==> src/rtl/pipe_ctrl_pkg.sv <==
// Shared types and constants for the pipeline hazard/sequencing controller.
//   FWD_REG/FWD_WB/FWD_MEM : EX operand forward-select encodings
//   stage_rec_t            : shadow record of one pipeline stage
//   md_state_t             : multi-cycle DIV/REM sequencer states
package pipe_ctrl_pkg;

  localparam logic [1:0] FWD_REG = 2'b00;
  localparam logic [1:0] FWD_WB  = 2'b01;
  localparam logic [1:0] FWD_MEM = 2'b10;

  typedef struct packed {
    logic       valid;
    logic [4:0] rs1;
    logic [4:0] rs2;
    logic [4:0] rd;
    logic       rd_we;
    logic       mem_read;
    logic       md;
  } stage_rec_t;

  typedef enum logic {
    MD_IDLE = 1'b0,
    MD_BUSY = 1'b1
  } md_state_t;

  // A record can supply a forwarded value for register rs.
  function automatic logic fwd_src(input stage_rec_t r, input logic [4:0] rs);
    return r.valid && r.rd_we && (r.rd != 5'd0) && (r.rd == rs);
  endfunction

  // A load in this record will write register rs (value not yet available).
  function automatic logic load_dst(input stage_rec_t r, input logic [4:0] rs);
    return r.valid && r.mem_read && (r.rd != 5'd0) && (r.rd == rs);
  endfunction

endpackage

==> src/rtl/hazard_fwd_unit.sv <==
// Combinational register comparators for the hazard controller.
// Inputs : ID record plus its source-use and branch flags, EX/MEM/WB records.
// Outputs: EX operand forward selects, ID branch forward selects, and a raw
//          stall request (load-use or branch dependency). Priority against
//          the divider hold is resolved by the caller.
module hazard_fwd_unit
  import pipe_ctrl_pkg::*;
(
  input  stage_rec_t id_rec_i,
  input  logic       id_uses_rs1_i,
  input  logic       id_uses_rs2_i,
  input  logic       id_branch_i,
  input  stage_rec_t ex_rec_i,
  input  stage_rec_t mem_rec_i,
  input  stage_rec_t wb_rec_i,
  output logic [1:0] alu_forward_a_o,
  output logic [1:0] alu_forward_b_o,
  output logic       branch_forward_a_o,
  output logic       branch_forward_b_o,
  output logic       stall_req_o
);

  logic use1;
  logic use2;
  logic load_use;
  logic branch_dep;

  always_comb begin
    // MEM is the younger producer, so it is checked first.
    alu_forward_a_o = FWD_REG;
    if (fwd_src(mem_rec_i, ex_rec_i.rs1))     alu_forward_a_o = FWD_MEM;
    else if (fwd_src(wb_rec_i, ex_rec_i.rs1)) alu_forward_a_o = FWD_WB;

    alu_forward_b_o = FWD_REG;
    if (fwd_src(mem_rec_i, ex_rec_i.rs2))     alu_forward_b_o = FWD_MEM;
    else if (fwd_src(wb_rec_i, ex_rec_i.rs2)) alu_forward_b_o = FWD_WB;

    // A load in MEM has no result yet, so it cannot feed the ID comparator.
    branch_forward_a_o = id_branch_i && fwd_src(mem_rec_i, id_rec_i.rs1) && !mem_rec_i.mem_read;
    branch_forward_b_o = id_branch_i && fwd_src(mem_rec_i, id_rec_i.rs2) && !mem_rec_i.mem_read;

    use1 = id_rec_i.valid && id_uses_rs1_i;
    use2 = id_rec_i.valid && id_uses_rs2_i;

    load_use = (use1 && load_dst(ex_rec_i, id_rec_i.rs1)) ||
               (use2 && load_dst(ex_rec_i, id_rec_i.rs2));

    // Branches resolve in ID, so any EX result and any MEM load are too late.
    branch_dep = id_branch_i &&
                 ((use1 && (fwd_src(ex_rec_i, id_rec_i.rs1) || load_dst(mem_rec_i, id_rec_i.rs1))) ||
                  (use2 && (fwd_src(ex_rec_i, id_rec_i.rs2) || load_dst(mem_rec_i, id_rec_i.rs2))));

    stall_req_o = load_use || branch_dep;
  end

  logic unused_bits;
  assign unused_bits = ^{ex_rec_i.md, mem_rec_i.rs1, mem_rec_i.rs2, mem_rec_i.md,
                         wb_rec_i.rs1, wb_rec_i.rs2, wb_rec_i.mem_read, wb_rec_i.md,
                         id_rec_i.rd, id_rec_i.rd_we, id_rec_i.mem_read, id_rec_i.md};

endmodule

==> src/rtl/pipeline_hazard_ctrl.sv <==
// Hazard and sequencing controller for a 5-stage pipeline.
// Keeps shadow records of EX/MEM/WB, drives forwarding selects, PC and IF/ID
// enables, IF/ID flush, ID/EX bubble, next-PC select for ID-resolved branches,
// and a DIV/REM sequencer that freezes EX for DIV_CYCLES cycles.
// Handshake: md_start_o pulses the first cycle a DIV/REM sits in EX;
// md_done_o pulses on its last EX cycle, when ex_hold_o drops and it moves on.
// Ports: clk, rst (async, active-high), id_* instruction fields,
// branch_condition_i; outputs listed in the port list below.
module pipeline_hazard_ctrl
  import pipe_ctrl_pkg::*;
#(
  parameter int DIV_CYCLES = 32
) (
  input  logic       clk,
  input  logic       rst,
  input  logic       id_valid_i,
  input  logic [4:0] id_rs1_i,
  input  logic [4:0] id_rs2_i,
  input  logic       id_uses_rs1_i,
  input  logic       id_uses_rs2_i,
  input  logic [4:0] id_rd_i,
  input  logic       id_rd_we_i,
  input  logic       id_mem_read_i,
  input  logic       id_branch_i,
  input  logic       id_md_op_i,
  input  logic       branch_condition_i,
  output logic [1:0] alu_forward_a_o,
  output logic [1:0] alu_forward_b_o,
  output logic       branch_forward_a_o,
  output logic       branch_forward_b_o,
  output logic       pc_en_o,
  output logic       if_id_en_o,
  output logic       if_id_flush_o,
  output logic       id_ex_bubble_o,
  output logic       ex_hold_o,
  output logic       pc_next_sel_o,
  output logic       md_start_o,
  output logic       md_done_o
);

  localparam int CNT_W = (DIV_CYCLES > 2) ? $clog2(DIV_CYCLES) : 1;
  localparam logic [CNT_W-1:0] CNT_INIT = CNT_W'(DIV_CYCLES - 2);

  stage_rec_t ex_q, ex_d, mem_q, mem_d, wb_q, wb_d;
  stage_rec_t id_rec;
  md_state_t  state_q, state_d;
  logic [CNT_W-1:0] cnt_q, cnt_d;

  logic hold;
  logic stall_req;
  logic stall;
  logic taken;
  logic md_start;
  logic md_done;

  always_comb begin
    id_rec.valid    = id_valid_i;
    id_rec.rs1      = id_rs1_i;
    id_rec.rs2      = id_rs2_i;
    id_rec.rd       = id_rd_i;
    id_rec.rd_we    = id_rd_we_i;
    id_rec.mem_read = id_mem_read_i;
    id_rec.md       = id_md_op_i;
  end

  hazard_fwd_unit u_hazard_fwd (
    .id_rec_i          (id_rec),
    .id_uses_rs1_i     (id_uses_rs1_i),
    .id_uses_rs2_i     (id_uses_rs2_i),
    .id_branch_i       (id_branch_i),
    .ex_rec_i          (ex_q),
    .mem_rec_i         (mem_q),
    .wb_rec_i          (wb_q),
    .alu_forward_a_o   (alu_forward_a_o),
    .alu_forward_b_o   (alu_forward_b_o),
    .branch_forward_a_o(branch_forward_a_o),
    .branch_forward_b_o(branch_forward_b_o),
    .stall_req_o       (stall_req)
  );

  // DIV/REM sequencer: the counter starts at DIV_CYCLES-2 so that hold spans
  // DIV_CYCLES-1 cycles and the done cycle is the DIV_CYCLES-th in EX.
  always_comb begin
    state_d  = state_q;
    cnt_d    = cnt_q;
    hold     = 1'b0;
    md_start = 1'b0;
    md_done  = 1'b0;
    case (state_q)
      MD_IDLE: begin
        if (ex_q.valid && ex_q.md) begin
          md_start = 1'b1;
          hold     = 1'b1;
          cnt_d    = CNT_INIT;
          state_d  = MD_BUSY;
        end
      end
      MD_BUSY: begin
        if (cnt_q != '0) begin
          hold  = 1'b1;
          cnt_d = cnt_q - 1'b1;
        end else begin
          md_done = 1'b1;
          state_d = MD_IDLE;
        end
      end
      default: state_d = MD_IDLE;
    endcase
  end

  // Hold beats stall beats taken branch.
  always_comb begin
    stall = stall_req && !hold;
    taken = id_valid_i && id_branch_i && branch_condition_i && !stall && !hold;

    wb_d = mem_q;
    if (hold) begin
      ex_d  = ex_q;
      mem_d = '0;
    end else begin
      ex_d  = stall ? '0 : id_rec;
      mem_d = ex_q;
    end
  end

  always_ff @(posedge clk or posedge rst) begin
    if (rst) begin
      ex_q    <= '0;
      mem_q   <= '0;
      wb_q    <= '0;
      state_q <= MD_IDLE;
      cnt_q   <= '0;
    end else begin
      ex_q    <= ex_d;
      mem_q   <= mem_d;
      wb_q    <= wb_d;
      state_q <= state_d;
      cnt_q   <= cnt_d;
    end
  end

  assign pc_en_o        = !(hold || stall);
  assign if_id_en_o     = !(hold || stall);
  assign id_ex_bubble_o = stall;
  assign ex_hold_o      = hold;
  assign pc_next_sel_o  = taken;
  assign if_id_flush_o  = taken;
  assign md_start_o     = md_start;
  assign md_done_o      = md_done;

endmodule
==> config.mk <==
export PLATFORM = sky130hd
export DESIGN_NAME = pipeline_hazard_ctrl
export DESIGN_NICKNAME = d
export VERILOG_FILES = /design/src/rtl/pipe_ctrl_pkg.sv /design/src/rtl/hazard_fwd_unit.sv /design/src/rtl/pipeline_hazard_ctrl.sv
export SDC_FILE = /design/constraint.sdc
export NUM_CORES = 1
export LEC_CHECK = 0
export CAP_MARGIN = 20
export CORE_AREA = 2 2 70 72
export CTS_BUF_LIST = sky130_fd_sc_hd__clkbuf_4 sky130_fd_sc_hd__clkbuf_8
export CTS_CLUSTER_DIAMETER = 50
export CTS_CLUSTER_SIZE = 30
export DETAILED_ROUTE_END_ITERATION = 8
export DIE_AREA = 0 0 72 74
export PLACE_DENSITY_LB_ADDON = 0.2
export REMOVE_ABC_BUFFERS = 1
export SYNTH_ARGS = -nofsm -noshare
export SYNTH_HDL_FRONTEND = slang
export SYNTH_SLANG_ARGS = --single-unit
==> constraint.sdc <==
create_clock -name clk -period 7 [get_ports clk]
set_input_delay 1.4 -clock clk [delete_from_list [all_inputs] [get_ports clk]]
set_output_delay 1.4 -clock clk [all_outputs]
set_load 0.01 [all_outputs]
After elaboration in Yosys (flattened, before gate mapping)
Cells that the tools add are included.
{"block": "totals", "regBits": 40, "output_inout_bits": 14, "elab_cells": 97}
{"block": "op_classes", "n_addsub": 1, "n_eq_ne": 10, "n_mux": 15, "n_bitwise": 1, "n_reduce_logical": 54}
{"op": "$eq 5x5->1", "n": 8}
{"op": "$logic_and 1x1->1", "n": 39}
{"op": "$mux 19", "n": 2}
{"op": "$reduce_bool 5->1", "n": 4}
{"op": "$mux 5", "n": 2}
{"op": "$pmux 5 s2", "n": 1}
{"op": "$mux 1", "n": 7}
{"op": "$logic_or 1x1->1", "n": 6}
{"op": "$sub 5x1->5 const B", "n": 1}
{"op": "$logic_not 1->1", "n": 4}
{"op": "$mux 2", "n": 2}
{"op": "$ne 2x1->1 const B", "n": 1}
{"op": "$ne 2x2->1 const B", "n": 1}
{"op": "$pmux 1 s2", "n": 1}
{"op": "$reduce_and 2->1", "n": 1}
{"op": "$not 1->1", "n": 1}

Logic depth before layout (Yosys ltp)
{"block": "depth", "ltp_word": 12, "mapped_depth": 8, "ltp_nobuf": 7}

Modules after synthesis
From an unflattened synthesis, not the netlist that was laid out.
{"block": "unflattened", "cells_unflattened": 240, "hier_area_um2": 2920.3}
{"mod": "pipeline_hazard_ctrl", "instances": 1, "cells_per_inst": 161, "area_each_um2": 2301.0, "seq_area_each_um2": 1576.5}
{"mod": "hazard_fwd_unit", "instances": 1, "cells_per_inst": 79, "area_each_um2": 619.3, "seq_area_each_um2": 0.0}

Worst setup path before layout
No wires, ideal clock.
{"block": "synth_timing", "path_kind": "in2out", "from": "input port id_rs1_i[4]", "to": "output port pc_next_sel_o", "arrival_ps": 2796, "setup_slack_ps": 2804, "stages": 7, "cell_sequence": "xor2_1 -> nor4_1 -> a22oi_1 -> nor4b_1 -> a211oi_2 -> and4_2 -> buf_4"}
{"block": "synth_via", "elab_chain_len": 11, "word_cells_on_any_way": 16, "classes_between": "eq/ne: 2; reduce/logical: 14"}
{"element": "start: declaration", "line": "pipeline_hazard_ctrl.sv:17", "rtl": "input logic [4:0] id_rs1_i,"}
{"element": "$eq 5x5->1 (on tied branches)", "line": "pipe_ctrl_pkg.sv:28, pipe_ctrl_pkg.sv:33"}
{"element": "$logic_and 1x1->1 (on tied branches)", "line": "pipe_ctrl_pkg.sv:28, pipe_ctrl_pkg.sv:33"}
{"element": "$logic_or 1x1->1", "line": "hazard_fwd_unit.sv:50", "rtl": "((use1 && (fwd_src(ex_rec_i, id_rec_i.rs1) || load_dst(mem_rec_i, id_rec_i.rs1))) ||"}
{"element": "$logic_and 1x1->1", "line": "hazard_fwd_unit.sv:50"}
{"element": "$logic_or 1x1->1", "line": "hazard_fwd_unit.sv:50"}
{"element": "$logic_and 1x1->1", "line": "hazard_fwd_unit.sv:49", "rtl": "branch_dep = id_branch_i &&"}
{"element": "$logic_or 1x1->1 (*)", "line": "hazard_fwd_unit.sv:53", "rtl": "stall_req_o = load_use || branch_dep;"}
{"element": "$logic_and 1x1->1 (*)", "line": "pipeline_hazard_ctrl.sv:113", "rtl": "stall = stall_req && !hold;"}
{"element": "$logic_not 1->1 (*)", "line": "pipeline_hazard_ctrl.sv:114", "rtl": "taken = id_valid_i && id_branch_i && branch_condition_i && !stall && !hold;"}
{"element": "$logic_and 1x1->1 (*) (2 in a row)", "line": "pipeline_hazard_ctrl.sv:114"}
{"element": "end: declaration", "line": "pipeline_hazard_ctrl.sv:36", "rtl": "output logic pc_next_sel_o,"}
Mark *: on every way between the ends. The rest lies on a longest branch, timed or not.

Final worst setup path
Ends and elaborated chain as after synthesis.

==> run summary <==
vias in the first global route = 1609
number of buffer cells added on primary ports = 38
most congested layer reported by global routing = met2
layout filler cell count = 410
post-synthesis instance total = 182
worst flop-to-flop path endpoint = ex_q[4]$_DFFE_PP0N_
CTS Hold Buffers Added = 0
Crit path required time = 5600 ps
Global Route Usage Sum = 19.05%
critical setup path kind = input port to primary output
final global-route overflow total = 0
reg-to-reg slack, setup = 4130 ps
endpoint class of the critical path = primary output
worst path arrival time = 3790 ps
M1 GR Usage = 21.97%
count of different cell masters after synthesis = 32
worst-margin pin slew = 903.4 ps
footprint of the multi-input gates = 912.1 um^2
final design area excluding fillers = 2496 um^2
clock sinks = 40
Final period util = 74.19%
final weighted congestion of routability-driven global placement = 0.7689
sum of negative setup slack = 0 ps
vias per std cell = 5.376
final slew viol count = 0
area delta synth->final = 24.07%
final HPWL from detailed placement = 3397 um
post-synthesis register bit count = 40
sort of element at the start of the critical path = input port
Clock Skews = 3.568 ps
most common library cell in the layout ignoring fill and taps = sky130_fd_sc_hd__dfrtp_1
initial antenna violation count = 0
post-CTS clock slew at the launch and capture registers of the worst setup and hold paths = 70 ps
Horiz. Die Dim = 72 um
number of primary I/O pins = 39
TritonCTS clock tree = built
Total Routed Length = 4499 um
number of buffers on the longest clock path = 2
normalized max-slew margin = 39.63%
detail-routed net length per standard cell = 16.60 um
status = finished clean
largest fanout of any net on the critical path = 3
number of cells on the worst reg-to-reg path = 9
number of vias in the routed layout = 1457
DIE AREA = 5328 um^2
beginning of the worst register-to-register path = cnt_q[0]$_DFFE_PP0P_
placement row count = 25
crit path from = id_rs1_i[4]
effective utilization at floorplan = 43.76%
Routed Antenna Nets = 0
RSZ-0062 raised after global routing = no
number of search-and-repair iterations in the first detailed-routing pass = 4
met2 track utilization from global routing = 32.92%
cell area power density = 374.4 nW/um^2
hold path endpoint = wb_q[18]$_DFF_PP0_
first-pass GRT wire length = 7693 um
area of the mapped netlist = 2012 um^2
cell area reported after detailed placement = 2395 um^2
DRC violation count after routing = 0
total number of nets in the final design = 243
count of cells along the worst hold path = 0
floorplan die height = 74 um
clock insertion delay at the later pin of the skew report = 280 ps
Max Freq = 0.1926 GHz
total clock buffers created by CTS = 5
First DRT Iteration DRCs = 38
global routing met3 resource utilization = 4.607%
diodes inserted = 0
time the worst path needs with I/O delays and setup = 5193 ps
CTS H-tree lvls = 2
sequential fraction of the synthesis area = 49.75%
post-CTS setup repair buffer count = 0
core footprint = 4598 um^2
startpoint of the lowest-slack hold path = mem_q[18]$_DFF_PP0_
count of endpoints failing setup in the final report = 0
peak supply drop = 176.4 uV
highest-count cells in the layout ignoring fill and taps = sky130_fd_sc_hd__dfrtp_1, sky130_fd_sc_hd__clkdlybuf4s50_1, sky130_fd_sc_hd__xor2_1
static leakage = 0.001145 uW
post-cts gate resize count = 0
Yosys warning total = 0
count of max-cap constraint violations = 0
synthesized area per cell = 11.05 um^2
sequential standard cell area = 1001 um^2
maximum number of pins on one net before global-route repair = 41
CTS root buf = sky130_fd_sc_hd__clkbuf_8
fraction of layout cells with a size suffix above 1 = 8.295%
type of the tightest min-delay check = flip-flop to flip-flop
final hold violations = 0
per-layer routing:
metal,vias up,routed length [um]
met1,711,1825
met3,12,145
met2,32,2383
met4,0,144
met5,-,0
li1,702,-
per-stage QoR:
step	setup slack, ps	total power, uW	hold slack (ps)	util (%)	cells
after floorplan	2344	659.3	350.5	-	169
after global placement	1776	763.1	361.0	52.08	263
after detailed placement	1795	783.4	362.8	52.08	263
after CTS	1632	942.6	379.3	54.18	270
after global routing	1575	1012	401.2	54.29	271
final	1807	934.6	378.0	54.29	271
state kept, by name (all words and copies together), names as in the netlist:
| name | cells |
|---|---|
| wb_q | 7 |
| mem_q | 8 |
| cnt_q | 5 |
| ex_q | 19 |
| state_q | 1 |
synthesized netlist by cell type:
master / count / share of area (%)
sky130_fd_sc_hd__o21ai_0: 1 / 0.25
sky130_fd_sc_hd__a31oi_1: 1 / 0.31
sky130_fd_sc_hd__nor2_1: 9 / 1.7
sky130_fd_sc_hd__xnor2_1: 12 / 5.2
sky130_fd_sc_hd__buf_2: 1 / 0.25
sky130_fd_sc_hd__nand3b_1: 1 / 0.37
sky130_fd_sc_hd__or4_1: 4 / 1.5
sky130_fd_sc_hd__a21oi_1: 2 / 0.50
sky130_fd_sc_hd__nand4b_1: 1 / 0.44
sky130_fd_sc_hd__ha_1: 1 / 0.62
sky130_fd_sc_hd__nor4b_1: 1 / 0.44
sky130_fd_sc_hd__buf_6: 3 / 1.7
sky130_fd_sc_hd__a22o_2: 5 / 2.5
sky130_fd_sc_hd__o211ai_1: 2 / 0.75
sky130_fd_sc_hd__dfrtp_1: 40 / 50
sky130_fd_sc_hd__and4_2: 1 / 0.50
sky130_fd_sc_hd__xor2_1: 30 / 13
sky130_fd_sc_hd__nand3_1: 5 / 1.2
sky130_fd_sc_hd__and3_1: 8 / 2.5
sky130_fd_sc_hd__a211oi_2: 1 / 0.62
sky130_fd_sc_hd__and3_4: 1 / 0.56
sky130_fd_sc_hd__inv_1: 5 / 0.93
sky130_fd_sc_hd__nand2_1: 10 / 1.9
sky130_fd_sc_hd__o22ai_1: 1 / 0.31
sky130_fd_sc_hd__a22o_1: 14 / 6.1
sky130_fd_sc_hd__buf_4: 2 / 0.75
sky130_fd_sc_hd__nor4_1: 7 / 2.2
sky130_fd_sc_hd__nor3_1: 3 / 0.75
sky130_fd_sc_hd__mux2i_1: 1 / 0.50
sky130_fd_sc_hd__o21ai_1: 1 / 0.25
sky130_fd_sc_hd__clkbuf_1: 7 / 1.3
sky130_fd_sc_hd__a22oi_1: 1 / 0.37
power by group:
part           internal (uW)  switching (uW)  leakage (uW)
clock network           87.7            70.2     0.0000503
logic                    189             150      0.000591
registers                324             114      0.000504
logic make-up after synthesis:
logic type      Yosys count  share of synthesized area (%)
buf+inv                  18                          4.913
simple gates             51                          13.99
mux                       1                         0.4975
compound gates           29                          11.94
fa+ha+maj                 1                         0.6218
xor+xnor                 42                          18.28
flops                    40                          49.75
final cells by class:
type / count / area share, %
repair buffers: 41 / 16.04
clock buffers: 7 / 3.860
well taps: 54 / 2.707
inverters: 5 / 0.7519
flip-flops and latches: 40 / 40.10
multi-input cells: 124 / 36.54
worst max-delay path by stage:
stage / to / slack (ps)
2_1_floorplan: if_id_flush_o / 2340
6_report: pc_next_sel_o / 1810
4_1_cts: if_id_en_o / 1630
3_3_place_gp: if_id_en_o / 1780
3_5_place_dp: pc_next_sel_o / 1800
5_1_grt: if_id_en_o / 1580
critical path, cell delays in order:
cell	delay, ps
sky130_fd_sc_hd__clkdlybuf4s50_1	470
sky130_fd_sc_hd__xor2_1	170
sky130_fd_sc_hd__nor4_1	340
sky130_fd_sc_hd__a22oi_1	140
sky130_fd_sc_hd__nor4b_1	430
sky130_fd_sc_hd__a211oi_2	70
sky130_fd_sc_hd__and4_2	290
sky130_fd_sc_hd__clkdlybuf4s50_1	480
Note: power is estimated with default switching activity, not from simulation.
